<file path="config.mk">
export PLATFORM = sky130hd
export DESIGN_NAME = hazard_ctrl_flat
export DESIGN_NICKNAME = d
export VERILOG_FILES = /design/src/rtl/hazard_ctrl_if.sv /design/src/rtl/hazard_ctrl.sv /design/src/flat_wrapper.sv
export SDC_FILE = /design/constraint.sdc
export NUM_CORES = 1
export LEC_CHECK = 0
export ABC_AREA = 0
export CAP_MARGIN = 10
export CORE_MARGIN = 3
export CORE_UTILIZATION = 35
export CTS_BUF_LIST = sky130_fd_sc_hd__clkbuf_8
export DETAILED_ROUTE_END_ITERATION = 16
export GPL_TIMING_DRIVEN = 0
export PLACE_DENSITY = 0.85
export SETUP_SLACK_MARGIN = 0.3
export SLEW_MARGIN = 20
export SYNTH_ARGS = -nofsm -noshare
export SYNTH_HDL_FRONTEND = slang
export SYNTH_SLANG_ARGS = --single-unit
</file>
<file path="constraint.sdc">
create_clock -name clk -period 2.2 [get_ports clk]
set_input_delay 0.22 -clock clk [delete_from_list [all_inputs] [get_ports clk]]
set_output_delay 0.22 -clock clk [all_outputs]
set_load 0.005 [all_outputs]
</file>
<file path="src/rtl/hazard_ctrl_if.sv">
// Hazard-control bundle between the 5-stage pipeline and hazard_ctrl.
// master: pipeline side (drives stage info, receives controls).
// slave : hazard_ctrl side (receives stage info, drives controls).
// Signals:
//   ID/EX/MEM/WB register ids and write flags, load flag, branch resolution
//   and BTB prediction, data-memory request/ready handshake;
//   pipeline write enables, flushes, PC redirect, forwarding selects and
//   the sticky memory watchdog error.
interface hazard_ctrl_if;
  logic [4:0]  rs1D;
  logic [4:0]  rs2D;
  logic [4:0]  rs1E;
  logic [4:0]  rs2E;
  logic [4:0]  rdE;
  logic        mem_readE;
  logic [31:0] pcE;
  logic        branch_validE;
  logic        actual_takenE;
  logic [31:0] actual_targetE;
  logic        btb_predict_takenE;
  logic [31:0] btb_targetE;
  logic [4:0]  rdM;
  logic        reg_writeM;
  logic [4:0]  rdW;
  logic        reg_writeW;
  logic        mem_reqM;
  logic        mem_readyM;

  logic        pc_write;
  logic        if_id_write;
  logic        id_ex_write;
  logic        ex_mem_write;
  logic        if_id_flush;
  logic        id_ex_flush;
  logic        mem_wb_flush;
  logic        redirect_valid;
  logic [31:0] redirect_pc;
  logic [1:0]  forward_aE;
  logic [1:0]  forward_bE;
  logic        mem_timeout;

  modport master (
    output rs1D, rs2D, rs1E, rs2E, rdE, mem_readE, pcE,
    output branch_validE, actual_takenE, actual_targetE,
    output btb_predict_takenE, btb_targetE,
    output rdM, reg_writeM, rdW, reg_writeW, mem_reqM, mem_readyM,
    input  pc_write, if_id_write, id_ex_write, ex_mem_write,
    input  if_id_flush, id_ex_flush, mem_wb_flush,
    input  redirect_valid, redirect_pc, forward_aE, forward_bE, mem_timeout
  );

  modport slave (
    input  rs1D, rs2D, rs1E, rs2E, rdE, mem_readE, pcE,
    input  branch_validE, actual_takenE, actual_targetE,
    input  btb_predict_takenE, btb_targetE,
    input  rdM, reg_writeM, rdW, reg_writeW, mem_reqM, mem_readyM,
    output pc_write, if_id_write, id_ex_write, ex_mem_write,
    output if_id_flush, id_ex_flush, mem_wb_flush,
    output redirect_valid, redirect_pc, forward_aE, forward_bE, mem_timeout
  );
endinterface

</file>
<file path="src/rtl/hazard_ctrl.sv">
// Pipeline hazard controller for the 5-stage core.
// Produces pipeline-register write enables/flushes, the PC redirect on BTB
// mispredict, EX-stage forwarding selects, and freezes the pipe while a
// data-memory access is outstanding (RUN/MEM_WAIT FSM with watchdog).
// Ports:
//   clk, rst    : clock (rising edge), asynchronous active-high reset
//   hz (slave)  : hazard_ctrl_if bundle, see rtl/hazard_ctrl_if.sv
//   perf_*      : saturating event counters, present only with HAZARD_PERF_EN
// Config macro: HAZARD_PERF_EN adds perf_stall_cycles, perf_flush_count and
// perf_loaduse_count.
module hazard_ctrl #(
  parameter int unsigned MEM_TIMEOUT = 255
) (
  input  logic          clk,
  input  logic          rst,
  hazard_ctrl_if.slave  hz
`ifdef HAZARD_PERF_EN
  ,
  output logic [31:0]   perf_stall_cycles,
  output logic [31:0]   perf_flush_count,
  output logic [31:0]   perf_loaduse_count
`endif
);

  localparam logic [15:0] TimeoutCnt = 16'(MEM_TIMEOUT);

  typedef enum logic {StRun, StMemWait} state_e;

  state_e      state_q;
  logic [15:0] wait_cnt_q;
  logic        timeout_q;

  logic        stall;
  logic        mispredict;
  logic        load_use;
  logic [31:0] pc_plus4;

  assign pc_plus4   = hz.pcE + 32'd4;
  assign stall      = hz.mem_reqM & ~hz.mem_readyM;
  assign mispredict = hz.branch_validE &
                      ((hz.actual_takenE != hz.btb_predict_takenE) |
                       (hz.actual_takenE & hz.btb_predict_takenE &
                        (hz.actual_targetE != hz.btb_targetE)));
  assign load_use   = hz.mem_readE & (hz.rdE != 5'd0) &
                      ((hz.rdE == hz.rs1D) | (hz.rdE == hz.rs2D));

  // The FSM only drives the watchdog; outputs follow the stall term directly.
  always_ff @(posedge clk or posedge rst) begin
    if (rst) begin
      state_q    <= StRun;
      wait_cnt_q <= 16'd0;
      timeout_q  <= 1'b0;
    end else begin
      case (state_q)
        StRun: begin
          if (stall) begin
            state_q    <= StMemWait;
            wait_cnt_q <= 16'd0;
          end
        end
        StMemWait: begin
          if (wait_cnt_q != 16'hFFFF) wait_cnt_q <= wait_cnt_q + 16'd1;
          if (wait_cnt_q + 16'd1 == TimeoutCnt) timeout_q <= 1'b1;
          if (hz.mem_readyM) state_q <= StRun;
        end
        default: state_q <= StRun;
      endcase
    end
  end

  always_comb begin
    hz.pc_write       = 1'b1;
    hz.if_id_write    = 1'b1;
    hz.id_ex_write    = 1'b1;
    hz.ex_mem_write   = 1'b1;
    hz.if_id_flush    = 1'b0;
    hz.id_ex_flush    = 1'b0;
    hz.mem_wb_flush   = 1'b0;
    hz.redirect_valid = 1'b0;
    hz.redirect_pc    = pc_plus4;
    hz.forward_aE     = 2'b00;
    hz.forward_bE     = 2'b00;
    hz.mem_timeout    = timeout_q;

    if (stall) begin
      // EX is frozen, so any mispredict/load-use is re-seen after the stall.
      hz.pc_write     = 1'b0;
      hz.if_id_write  = 1'b0;
      hz.id_ex_write  = 1'b0;
      hz.ex_mem_write = 1'b0;
      hz.mem_wb_flush = 1'b1;
    end else if (mispredict) begin
      hz.redirect_valid = 1'b1;
      hz.redirect_pc    = hz.actual_takenE ? hz.actual_targetE : pc_plus4;
      hz.if_id_flush    = 1'b1;
      hz.id_ex_flush    = 1'b1;
    end else if (load_use) begin
      hz.pc_write    = 1'b0;
      hz.if_id_write = 1'b0;
      hz.id_ex_flush = 1'b1;
    end

    if (hz.reg_writeM && hz.rdM != 5'd0 && hz.rdM == hz.rs1E) begin
      hz.forward_aE = 2'b10;
    end else if (hz.reg_writeW && hz.rdW != 5'd0 && hz.rdW == hz.rs1E) begin
      hz.forward_aE = 2'b01;
    end
    if (hz.reg_writeM && hz.rdM != 5'd0 && hz.rdM == hz.rs2E) begin
      hz.forward_bE = 2'b10;
    end else if (hz.reg_writeW && hz.rdW != 5'd0 && hz.rdW == hz.rs2E) begin
      hz.forward_bE = 2'b01;
    end

    if (rst) begin
      hz.pc_write       = 1'b0;
      hz.if_id_write    = 1'b0;
      hz.id_ex_write    = 1'b0;
      hz.ex_mem_write   = 1'b0;
      hz.if_id_flush    = 1'b0;
      hz.id_ex_flush    = 1'b0;
      hz.mem_wb_flush   = 1'b0;
      hz.redirect_valid = 1'b0;
      hz.redirect_pc    = 32'd0;
      hz.forward_aE     = 2'b00;
      hz.forward_bE     = 2'b00;
      hz.mem_timeout    = 1'b0;
    end
  end

`ifdef HAZARD_PERF_EN
  always_ff @(posedge clk or posedge rst) begin
    if (rst) begin
      perf_stall_cycles  <= 32'd0;
      perf_flush_count   <= 32'd0;
      perf_loaduse_count <= 32'd0;
    end else begin
      if (stall && perf_stall_cycles != 32'hFFFF_FFFF) begin
        perf_stall_cycles <= perf_stall_cycles + 32'd1;
      end
      if (!stall && mispredict && perf_flush_count != 32'hFFFF_FFFF) begin
        perf_flush_count <= perf_flush_count + 32'd1;
      end
      if (!stall && !mispredict && load_use && perf_loaduse_count != 32'hFFFF_FFFF) begin
        perf_loaduse_count <= perf_loaduse_count + 32'd1;
      end
    end
  end
`endif

endmodule
</file>
<file path="src/flat_wrapper.sv">
// flat-port wrapper written by rule: the top's interface ports become plain ports
module hazard_ctrl_flat 
#(
  parameter int unsigned MEM_TIMEOUT = 255
)
  (clk, rst, hz_rs1D, hz_rs2D, hz_rs1E, hz_rs2E, hz_rdE, hz_mem_readE, hz_pcE, hz_branch_validE, hz_actual_takenE, hz_actual_targetE, hz_btb_predict_takenE, hz_btb_targetE, hz_rdM, hz_reg_writeM, hz_rdW, hz_reg_writeW, hz_mem_reqM, hz_mem_readyM, hz_pc_write, hz_if_id_write, hz_id_ex_write, hz_ex_mem_write, hz_if_id_flush, hz_id_ex_flush, hz_mem_wb_flush, hz_redirect_valid, hz_redirect_pc, hz_forward_aE, hz_forward_bE, hz_mem_timeout);
  hazard_ctrl_if hz_i ();
  input  logic clk;
  input  logic rst;
  input wire logic [$bits(hz_i.rs1D)-1:0] hz_rs1D;
  input wire logic [$bits(hz_i.rs2D)-1:0] hz_rs2D;
  input wire logic [$bits(hz_i.rs1E)-1:0] hz_rs1E;
  input wire logic [$bits(hz_i.rs2E)-1:0] hz_rs2E;
  input wire logic [$bits(hz_i.rdE)-1:0] hz_rdE;
  input wire logic [$bits(hz_i.mem_readE)-1:0] hz_mem_readE;
  input wire logic [$bits(hz_i.pcE)-1:0] hz_pcE;
  input wire logic [$bits(hz_i.branch_validE)-1:0] hz_branch_validE;
  input wire logic [$bits(hz_i.actual_takenE)-1:0] hz_actual_takenE;
  input wire logic [$bits(hz_i.actual_targetE)-1:0] hz_actual_targetE;
  input wire logic [$bits(hz_i.btb_predict_takenE)-1:0] hz_btb_predict_takenE;
  input wire logic [$bits(hz_i.btb_targetE)-1:0] hz_btb_targetE;
  input wire logic [$bits(hz_i.rdM)-1:0] hz_rdM;
  input wire logic [$bits(hz_i.reg_writeM)-1:0] hz_reg_writeM;
  input wire logic [$bits(hz_i.rdW)-1:0] hz_rdW;
  input wire logic [$bits(hz_i.reg_writeW)-1:0] hz_reg_writeW;
  input wire logic [$bits(hz_i.mem_reqM)-1:0] hz_mem_reqM;
  input wire logic [$bits(hz_i.mem_readyM)-1:0] hz_mem_readyM;
  output wire logic [$bits(hz_i.pc_write)-1:0] hz_pc_write;
  output wire logic [$bits(hz_i.if_id_write)-1:0] hz_if_id_write;
  output wire logic [$bits(hz_i.id_ex_write)-1:0] hz_id_ex_write;
  output wire logic [$bits(hz_i.ex_mem_write)-1:0] hz_ex_mem_write;
  output wire logic [$bits(hz_i.if_id_flush)-1:0] hz_if_id_flush;
  output wire logic [$bits(hz_i.id_ex_flush)-1:0] hz_id_ex_flush;
  output wire logic [$bits(hz_i.mem_wb_flush)-1:0] hz_mem_wb_flush;
  output wire logic [$bits(hz_i.redirect_valid)-1:0] hz_redirect_valid;
  output wire logic [$bits(hz_i.redirect_pc)-1:0] hz_redirect_pc;
  output wire logic [$bits(hz_i.forward_aE)-1:0] hz_forward_aE;
  output wire logic [$bits(hz_i.forward_bE)-1:0] hz_forward_bE;
  output wire logic [$bits(hz_i.mem_timeout)-1:0] hz_mem_timeout;
  assign hz_i.rs1D = hz_rs1D;
  assign hz_i.rs2D = hz_rs2D;
  assign hz_i.rs1E = hz_rs1E;
  assign hz_i.rs2E = hz_rs2E;
  assign hz_i.rdE = hz_rdE;
  assign hz_i.mem_readE = hz_mem_readE;
  assign hz_i.pcE = hz_pcE;
  assign hz_i.branch_validE = hz_branch_validE;
  assign hz_i.actual_takenE = hz_actual_takenE;
  assign hz_i.actual_targetE = hz_actual_targetE;
  assign hz_i.btb_predict_takenE = hz_btb_predict_takenE;
  assign hz_i.btb_targetE = hz_btb_targetE;
  assign hz_i.rdM = hz_rdM;
  assign hz_i.reg_writeM = hz_reg_writeM;
  assign hz_i.rdW = hz_rdW;
  assign hz_i.reg_writeW = hz_reg_writeW;
  assign hz_i.mem_reqM = hz_mem_reqM;
  assign hz_i.mem_readyM = hz_mem_readyM;
  assign hz_pc_write = hz_i.pc_write;
  assign hz_if_id_write = hz_i.if_id_write;
  assign hz_id_ex_write = hz_i.id_ex_write;
  assign hz_ex_mem_write = hz_i.ex_mem_write;
  assign hz_if_id_flush = hz_i.if_id_flush;
  assign hz_id_ex_flush = hz_i.id_ex_flush;
  assign hz_mem_wb_flush = hz_i.mem_wb_flush;
  assign hz_redirect_valid = hz_i.redirect_valid;
  assign hz_redirect_pc = hz_i.redirect_pc;
  assign hz_forward_aE = hz_i.forward_aE;
  assign hz_forward_bE = hz_i.forward_bE;
  assign hz_mem_timeout = hz_i.mem_timeout;
  hazard_ctrl #(.MEM_TIMEOUT(MEM_TIMEOUT)) u_core (.clk(clk), .rst(rst), .hz(hz_i));
endmodule
</file>
==> impl_metrics.env, run 1 <==
export IMPL_post_route_period_util_pct=110
export IMPL_asyncSetResetFlopFracSynth_pct=100
export IMPL_detail_route_first_pass_iterations=5
export IMPL_grt_start_max_net_pins=28
export IMPL_grt_util_met2_pct=54.5
export IMPL_syn_area_um2=2950
export IMPL_detail_route_antenna_nets=0
export IMPL_synth_warning_count=0
export IMPL_die_area_um2=9560
export IMPL_std_cell_rows=32
export IMPL_final_max_slew_violation_count=0
export IMPL_detail_route_vias_per_cell=6.36
export IMPL_clock_sinks=18
export IMPL_post_synth_xor_area_fraction_pct=28.5
export IMPL_drtIter0Drc=544
export IMPL_synth_compound_gate_area_share_pct=20.4
export IMPL_drt_drc_violations_left=0
export IMPL_rsz_0062_raised_after_global_routing="true"
export IMPL_finalHoldViolCount=0
export IMPL_number_of_buffers_created_by_cts=3
export IMPL_slew_headroom_pct=32.2
export IMPL_regToRegSetupSlack_ps=10
export IMPL_synth_ff_latch_count=18
export IMPL_worst_hold_slack_ps=316
export IMPL_placement_cell_area_um2=4970
export IMPL_run_status="finished, violations left"
export IMPL_grt_pass1_wl_um=24200
export IMPL_postCtsHoldBufs=0
export IMPL_numPortBuffers=184
export IMPL_synth_top_flop_cell="sky130_fd_sc_hd__dfrtp_1"
export IMPL_synth_most_common_cell="sky130_fd_sc_hd__xnor2_1"
export IMPL_edff_count_synth=0
export IMPL_use_met3_pct=5.86
export IMPL_vias=4786
export IMPL_placeableCoreArea_um2=7930
export IMPL_critPathRequiredTime_ps=1980
export IMPL_post_layout_inst_area_um2=6030
export IMPL_num_nets_final=798
export IMPL_gr_usage_met1_pct=36.5
export IMPL_critical_path_endpoint_type="output port"
export IMPL_yosys_cell_types_count=40
export IMPL_globalRoute_busiestLayer="met2"
export IMPL_netlist_top_cells_area="sky130_fd_sc_hd__xnor2_1 18%, sky130_fd_sc_hd__dfrtp_1 15%, sky130_fd_sc_hd__xor2_1 11%"
export IMPL_cts_tree="done"
export IMPL_antenna_found_initial=1
export IMPL_fin_util_pct=76.1
export IMPL_failing_checks="setup timing"
export IMPL_max_vdd_ir_drop_uv=148
export IMPL_chip_width_um=97.8
export IMPL_yosys_area_top_type="sky130_fd_sc_hd__xnor2_1"
export IMPL_globalRoute_totalOverflow=0
export IMPL_power_per_cell_area_nw_per_um2=293
export IMPL_worst_setup_path_start_kind="input port"
export IMPL_cts_clk_slew_worst_paths_ps=70
export IMPL_cts_root_buffer="sky130_fd_sc_hd__clkbuf_8"
export IMPL_first_global_vias=4608
export IMPL_largest_family_of_logic_cells_by_synthesized_area="XOR/XNOR gates"
export IMPL_synth_simple_gate_area_share_pct=28.2
export IMPL_postLayoutSetupSlackWorst_ps=-219
export IMPL_die_h_um=97.8
export IMPL_crit_path_max_fanout=5
export IMPL_setup_viol=36
export IMPL_detail_route_wirelength_um=18000
export IMPL_start_util_pct=37.2
export IMPL_synthesis_nets=541
export IMPL_timing_limited_maximum_frequency_ghz=0.413
export IMPL_globalRouteTotalUtil_pct=31.0
export IMPL_max_cap_violations=0
export IMPL_synth_cells_most_frequent="60 x sky130_fd_sc_hd__xnor2_1, 39 x sky130_fd_sc_hd__nand3_1, 36 x sky130_fd_sc_hd__xor2_1"
export IMPL_final_critical_period_ps=2420
export IMPL_drive_gt1_share_pct=46.2
export IMPL_post_synthesis_cells=396
export IMPL_io_pins=186
export IMPL_synth_yosys_seq_area_share_pct=15.3
export IMPL_worstSkewPairLatency_ps=260
export IMPL_diodes=0
export IMPL_static_leakage_uw=0.00276
export IMPL_area_growth_synth_to_final_pct=105
export IMPL_worst_hold_path_type="input port to flop"
export IMPL_detailed_place_hpwl_um=10600
export IMPL_gp_congestion=0.906
export IMPL_critPathArrivalTime_ps=2200
export IMPL_avgRoutedWirePerCell_um=24.0
export IMPL_yosys_mux_area_fraction_pct=0
export IMPL_clock_path_buffers=2
export IMPL_yosys_area_top_type_share_pct=17.8
export IMPL_synthesis_area_per_instance_um2=7.44
export IMPL_worst_pin_slew_ps=1020
export IMPL_synth_adder_area_share_pct=1.70
export IMPL_pre_cts_slack_ps=-1420
export IMPL_htree_num_levels=1
export IMPL_critPathKind="input port to output port"
export IMPL_finClkSkew_ps=3.67
critical path, cell delays in order:
cell	delay, ps
sky130_fd_sc_hd__clkdlybuf4s15_1	240
sky130_fd_sc_hd__xnor2_1	230
sky130_fd_sc_hd__nand4_1	170
sky130_fd_sc_hd__nor4_4	340
sky130_fd_sc_hd__a21boi_4	160
sky130_fd_sc_hd__o21ai_4	220
sky130_fd_sc_hd__buf_6	140
sky130_fd_sc_hd__buf_8	100
sky130_fd_sc_hd__buf_6	100
sky130_fd_sc_hd__o211a_1	170
sky130_fd_sc_hd__buf_6	110
placed cells by master (no fill, tap or decap), types with 4 or more instances in the layout:
master / Yosys / final
sky130_fd_sc_hd__clkbuf_8: 0 / 6
sky130_fd_sc_hd__o21ai_2: 0 / 9
sky130_fd_sc_hd__nand3_2: 1 / 10
sky130_fd_sc_hd__nor4_4: 0 / 6
sky130_fd_sc_hd__clkdlybuf4s15_1: 0 / 13
sky130_fd_sc_hd__xor2_1: 36 / 36
sky130_fd_sc_hd__o21ai_1: 11 / 4
sky130_fd_sc_hd__xnor2_1: 60 / 42
sky130_fd_sc_hd__buf_8: 0 / 8
sky130_fd_sc_hd__o32ai_2: 0 / 13
sky130_fd_sc_hd__nor3_1: 11 / 7
sky130_fd_sc_hd__dfrtp_1: 18 / 12
sky130_fd_sc_hd__buf_4: 4 / 43
sky130_fd_sc_hd__nand2_1: 29 / 23
sky130_fd_sc_hd__and4_1: 5 / 4
sky130_fd_sc_hd__inv_1: 23 / 21
sky130_fd_sc_hd__clkdlybuf4s50_1: 0 / 31
sky130_fd_sc_hd__a21oi_1: 6 / 4
sky130_fd_sc_hd__buf_6: 0 / 30
sky130_fd_sc_hd__o32ai_4: 0 / 4
sky130_fd_sc_hd__o211a_1: 13 / 13
sky130_fd_sc_hd__or4_4: 0 / 4
sky130_fd_sc_hd__o31ai_1: 7 / 6
sky130_fd_sc_hd__dlygate4sd2_1: 0 / 34
sky130_fd_sc_hd__xnor2_2: 0 / 18
sky130_fd_sc_hd__dfrtp_2: 0 / 6
sky130_fd_sc_hd__nor2_1: 18 / 17
sky130_fd_sc_hd__clkbuf_2: 0 / 27
sky130_fd_sc_hd__buf_2: 2 / 68
sky130_fd_sc_hd__o211ai_1: 4 / 4
sky130_fd_sc_hd__nand3_1: 39 / 29
sky130_fd_sc_hd__and3_1: 10 / 7
sky130_fd_sc_hd__nand4_1: 16 / 16
sky130_fd_sc_hd__clkdlybuf4s15_2: 0 / 5
sky130_fd_sc_hd__a31oi_1: 5 / 4
state kept, by name, summed over array words and instances (netlist names):
name / flops
u_core.wait_cnt_q: 16
u_core.state_q: 1
u_core.timeout_q: 1
worst paths after layout:
kind	from	to	cells after the start
worst max-delay path	hz_actual_targetE[3]	hz_redirect_pc[6]	11
worst min-delay path	hz_mem_readyM	u_core.state_q$_DFF_PP0_	2
worst max register to register	u_core.wait_cnt_q[8]$_DFFE_PP0P_	u_core.wait_cnt_q[0]$_DFFE_PP0P_	9
worst min register to register	u_core.timeout_q$_DFFE_PP0P_	u_core.timeout_q$_DFFE_PP0P_	1
max in group asynchronous	rst	u_core.wait_cnt_q[10]$_DFFE_PP0P_	4
min in group asynchronous	rst	u_core.wait_cnt_q[3]$_DFFE_PP0P_	4
per-layer routing:
metal  vias to the layer above  share of wire [%]
met1                      2182                 33
met2                       486                 48
met5                         -              0.089
li1                       1971                  -
met4                         2                7.3
met3                       145                 12
through the flow:
stage	TNS, ps	power [uW]	instances
after floorplan	0	758	396
after global placement	-46200	1250	682
after detailed placement	-49130	1280	682
after CTS	-913	1610	739
after global routing	-6460	1820	753
final	-4680	1770	753
power by group:
group | internal, uW | switching (uW) | leakage, uW | total [uW]
registers | 365 | 51.0 | 0.000236 | 416
logic | 560 | 544 | 0.00250 | 1100
clock network | 122 | 124 | 0.0000216 | 246
area by class of cell:
cell class | instances | area [um2]
tap | 102 | 128
timing repair buffer | 251 | 2010
sequential | 18 | 458
inverter | 23 | 86.3
clock buffer | 3 | 41.3
buffer | 19 | 206
fill | 487 | 1900
multi-input combinational | 337 | 3100
logic make-up (layout without fill, tap and decap cells):
logic type               after synthesis  count (layout)
AND/OR/NAND/NOR                      157             158
XOR/XNOR                              96              96
AO/OA/AOI/OAI                         79              79
buffers and inverters                 42             296
flip-flops                            18              18
adder cells (fa/ha/maj)                4               4
what timing repair did:
item | 4_1_cts | 5_1_grt
endpoints found under the setup margin | 60 | 56
cloned | 6 | 0
pin swaps | 98 | 61
buffers inserted | 48 | 14
resized for setup | 559 | 96
Note: power is estimated with default switching activity, not from simulation.
==> run 2, diff against run 1 <==
SKIP_LAST_GASP = 1   (was unset)
SLEW_MARGIN = unset   (was 20)
==> impl_metrics.env, run 2 (synthesis results as in run 1) <==
export IMPL_drive_gt1_share_pct=41.1
export IMPL_chip_width_um=97.8
export IMPL_io_pins=186
export IMPL_num_nets_final=800
export IMPL_htree_num_levels=1
export IMPL_detail_route_first_pass_iterations=5
export IMPL_antenna_found_initial=0
export IMPL_grt_start_max_net_pins=20
export IMPL_final_critical_period_ps=2450
export IMPL_static_leakage_uw=0.00275
export IMPL_cts_root_buffer="sky130_fd_sc_hd__clkbuf_8"
export IMPL_crit_path_max_fanout=7
export IMPL_finClkSkew_ps=6.54
export IMPL_largest_register_ffs=16
export IMPL_critPathRequiredTime_ps=1980
export IMPL_place_inst=683
export IMPL_worst_setup_path_start_kind="input port"
export IMPL_critPathArrivalTime_ps=2230
export IMPL_grt_pass1_wl_um=22800
export IMPL_run_status="finished, violations left"
export IMPL_rsz_0062_raised_after_global_routing="true"
export IMPL_detailed_place_hpwl_um=10600
export IMPL_gp_congestion=0.906
export IMPL_max_cap_violations=0
export IMPL_final_max_slew_violation_count=0
export IMPL_numPortBuffers=184
export IMPL_worst_hold_path_type="input port to flop"
export IMPL_cts_clk_slew_worst_paths_ps=70
export IMPL_drt_drc_violations_left=0
export IMPL_avgRoutedWirePerCell_um=22.2
export IMPL_detail_route_vias_per_cell=6.18
export IMPL_timing_limited_maximum_frequency_ghz=0.408
export IMPL_timing_hold_worst_start="hz_mem_readyM"
export IMPL_detail_route_antenna_nets=0
export IMPL_mostFrequentLayoutCells="49 x sky130_fd_sc_hd__xnor2_1, 48 x sky130_fd_sc_hd__buf_4, 45 x sky130_fd_sc_hd__clkdlybuf4s50_1"
export IMPL_critical_path_slowest_cell="sky130_fd_sc_hd__clkdlybuf4s50_1"
export IMPL_worst_pin_slew_ps=1030
export IMPL_r2r_start="u_core.wait_cnt_q[1]$_DFFE_PP0P_"
export IMPL_max_flop_register="u_core.wait_cnt_q"
export IMPL_setup_viol=39
export IMPL_finalHoldViolCount=0
export IMPL_post_route_period_util_pct=111
export IMPL_die_h_um=97.8
export IMPL_start_util_pct=37.2
export IMPL_critPathKind="input port to output port"
export IMPL_power_per_cell_area_nw_per_um2=291
export IMPL_failing_checks="setup timing"
export IMPL_max_vdd_ir_drop_uv=177
export IMPL_regToRegSetupSlack_ps=-50
export IMPL_cts_tree="done"
export IMPL_cp_startpoint="hz_pcE[17]"
export IMPL_globalRouteTotalUtil_pct=29.1
export IMPL_critical_path_endpoint_type="output port"
export IMPL_diodes=0
export IMPL_critical_path_max_stage_delay_ps=570
export IMPL_num_fill_cells=479
export IMPL_drtIter0Drc=511
export IMPL_clock_sinks=18
export IMPL_postLayoutSetupSlackWorst_ps=-252
export IMPL_layout_cells_non_filler=756
export IMPL_reg_top3="u_core.wait_cnt_q (16), u_core.state_q (1), u_core.timeout_q (1)"
export IMPL_detail_route_wirelength_um=16800
export IMPL_mostFrequentLayoutCell="sky130_fd_sc_hd__xnor2_1"
export IMPL_std_cell_rows=32
export IMPL_first_global_vias=4429
export IMPL_globalRoute_totalOverflow=0
export IMPL_postCtsHoldBufs=0
export IMPL_vias=4675
export IMPL_number_of_buffers_created_by_cts=3
export IMPL_area_growth_synth_to_final_pct=106
export IMPL_crit_path_cell_trace="clkdlybuf4s50_1 -> nand3_1 -> nor4_4 -> buf_4 -> nand4_1 -> xor2_1 -> o32ai_4 -> buf_2"
export IMPL_worstSkewPairLatency_ps=260
export IMPL_placeableCoreArea_um2=7930
export IMPL_slew_headroom_pct=31.0
export IMPL_setup_tns_final_ps=-5770
export IMPL_clock_path_buffers=2
export IMPL_die_area_um2=9560
run 2: routing by layer:
layer / part of all wire, % / vias to the layer above / track usage [%]
met4: 6.7 / 0 / 10.2
met2: 48 / 399 / 52.3
met1: 35 / 2181 / 34.3
met5: 0 / - / 0
met3: 10 / 117 / 5.71
li1: - / 1978 / -
run 2: layout make-up:
cell class	count	area (um2)	share of cell area, %
buffer	19	184	3.03
clock buffer	4	55.1	0.906
inverter	23	86.3	1.42
multi-input combinational	336	3010	49.5
sequential	18	458	7.54
tap	102	128	2.10
timing repair buffer	254	2160	35.5
run 2: path summary, 6_finish.rpt:
path,to,depth (start not counted)
min in group asynchronous,u_core.wait_cnt_q[2]$_DFFE_PP0P_,3
min,u_core.state_q$_DFF_PP0_,2
max,hz_redirect_pc[26],8
min reg2reg,u_core.timeout_q$_DFFE_PP0P_,1
max reg2reg,u_core.wait_cnt_q[9]$_DFFE_PP0P_,9
max in group asynchronous,u_core.wait_cnt_q[1]$_DFFE_PP0P_,3
run 2: timing repair:
item	in CTS	in global routing
buffers inserted	46	18
gates cloned	4	1
hold endpoints to repair	0	0
setup endpoints to repair	60	59
gates resized for setup	426	120
pin swaps	77	78
run 2: power by group:
group	switching (uW)	total [uW]	internal (uW)
clock	121	281	159
sequential	45.7	411	365
combinational	517	1080	561
total	684	1770	1090
run 2: stage by stage:
step                      worst slack, ps  hold slack [ps]  cell area, um2  utilization [%]  power [uW]
after floorplan                       127              286            3000                -         758
after global placement              -1360              462            4970             62.6        1250
after detailed placement            -1410              454            4980             62.8        1280
after CTS                            -172              266            5610             70.8        1610
after global routing                 -315              303            6080             76.7        1840
final                                -252              279            6080             76.7        1770
run 2: worst max-delay path, delay by kind of cell:
kind / cells / cell delay [ps]
buf+inv: 3 / 950
compound gates: 1 / 220
xor+xnor: 1 / 190
simple gates: 3 / 640
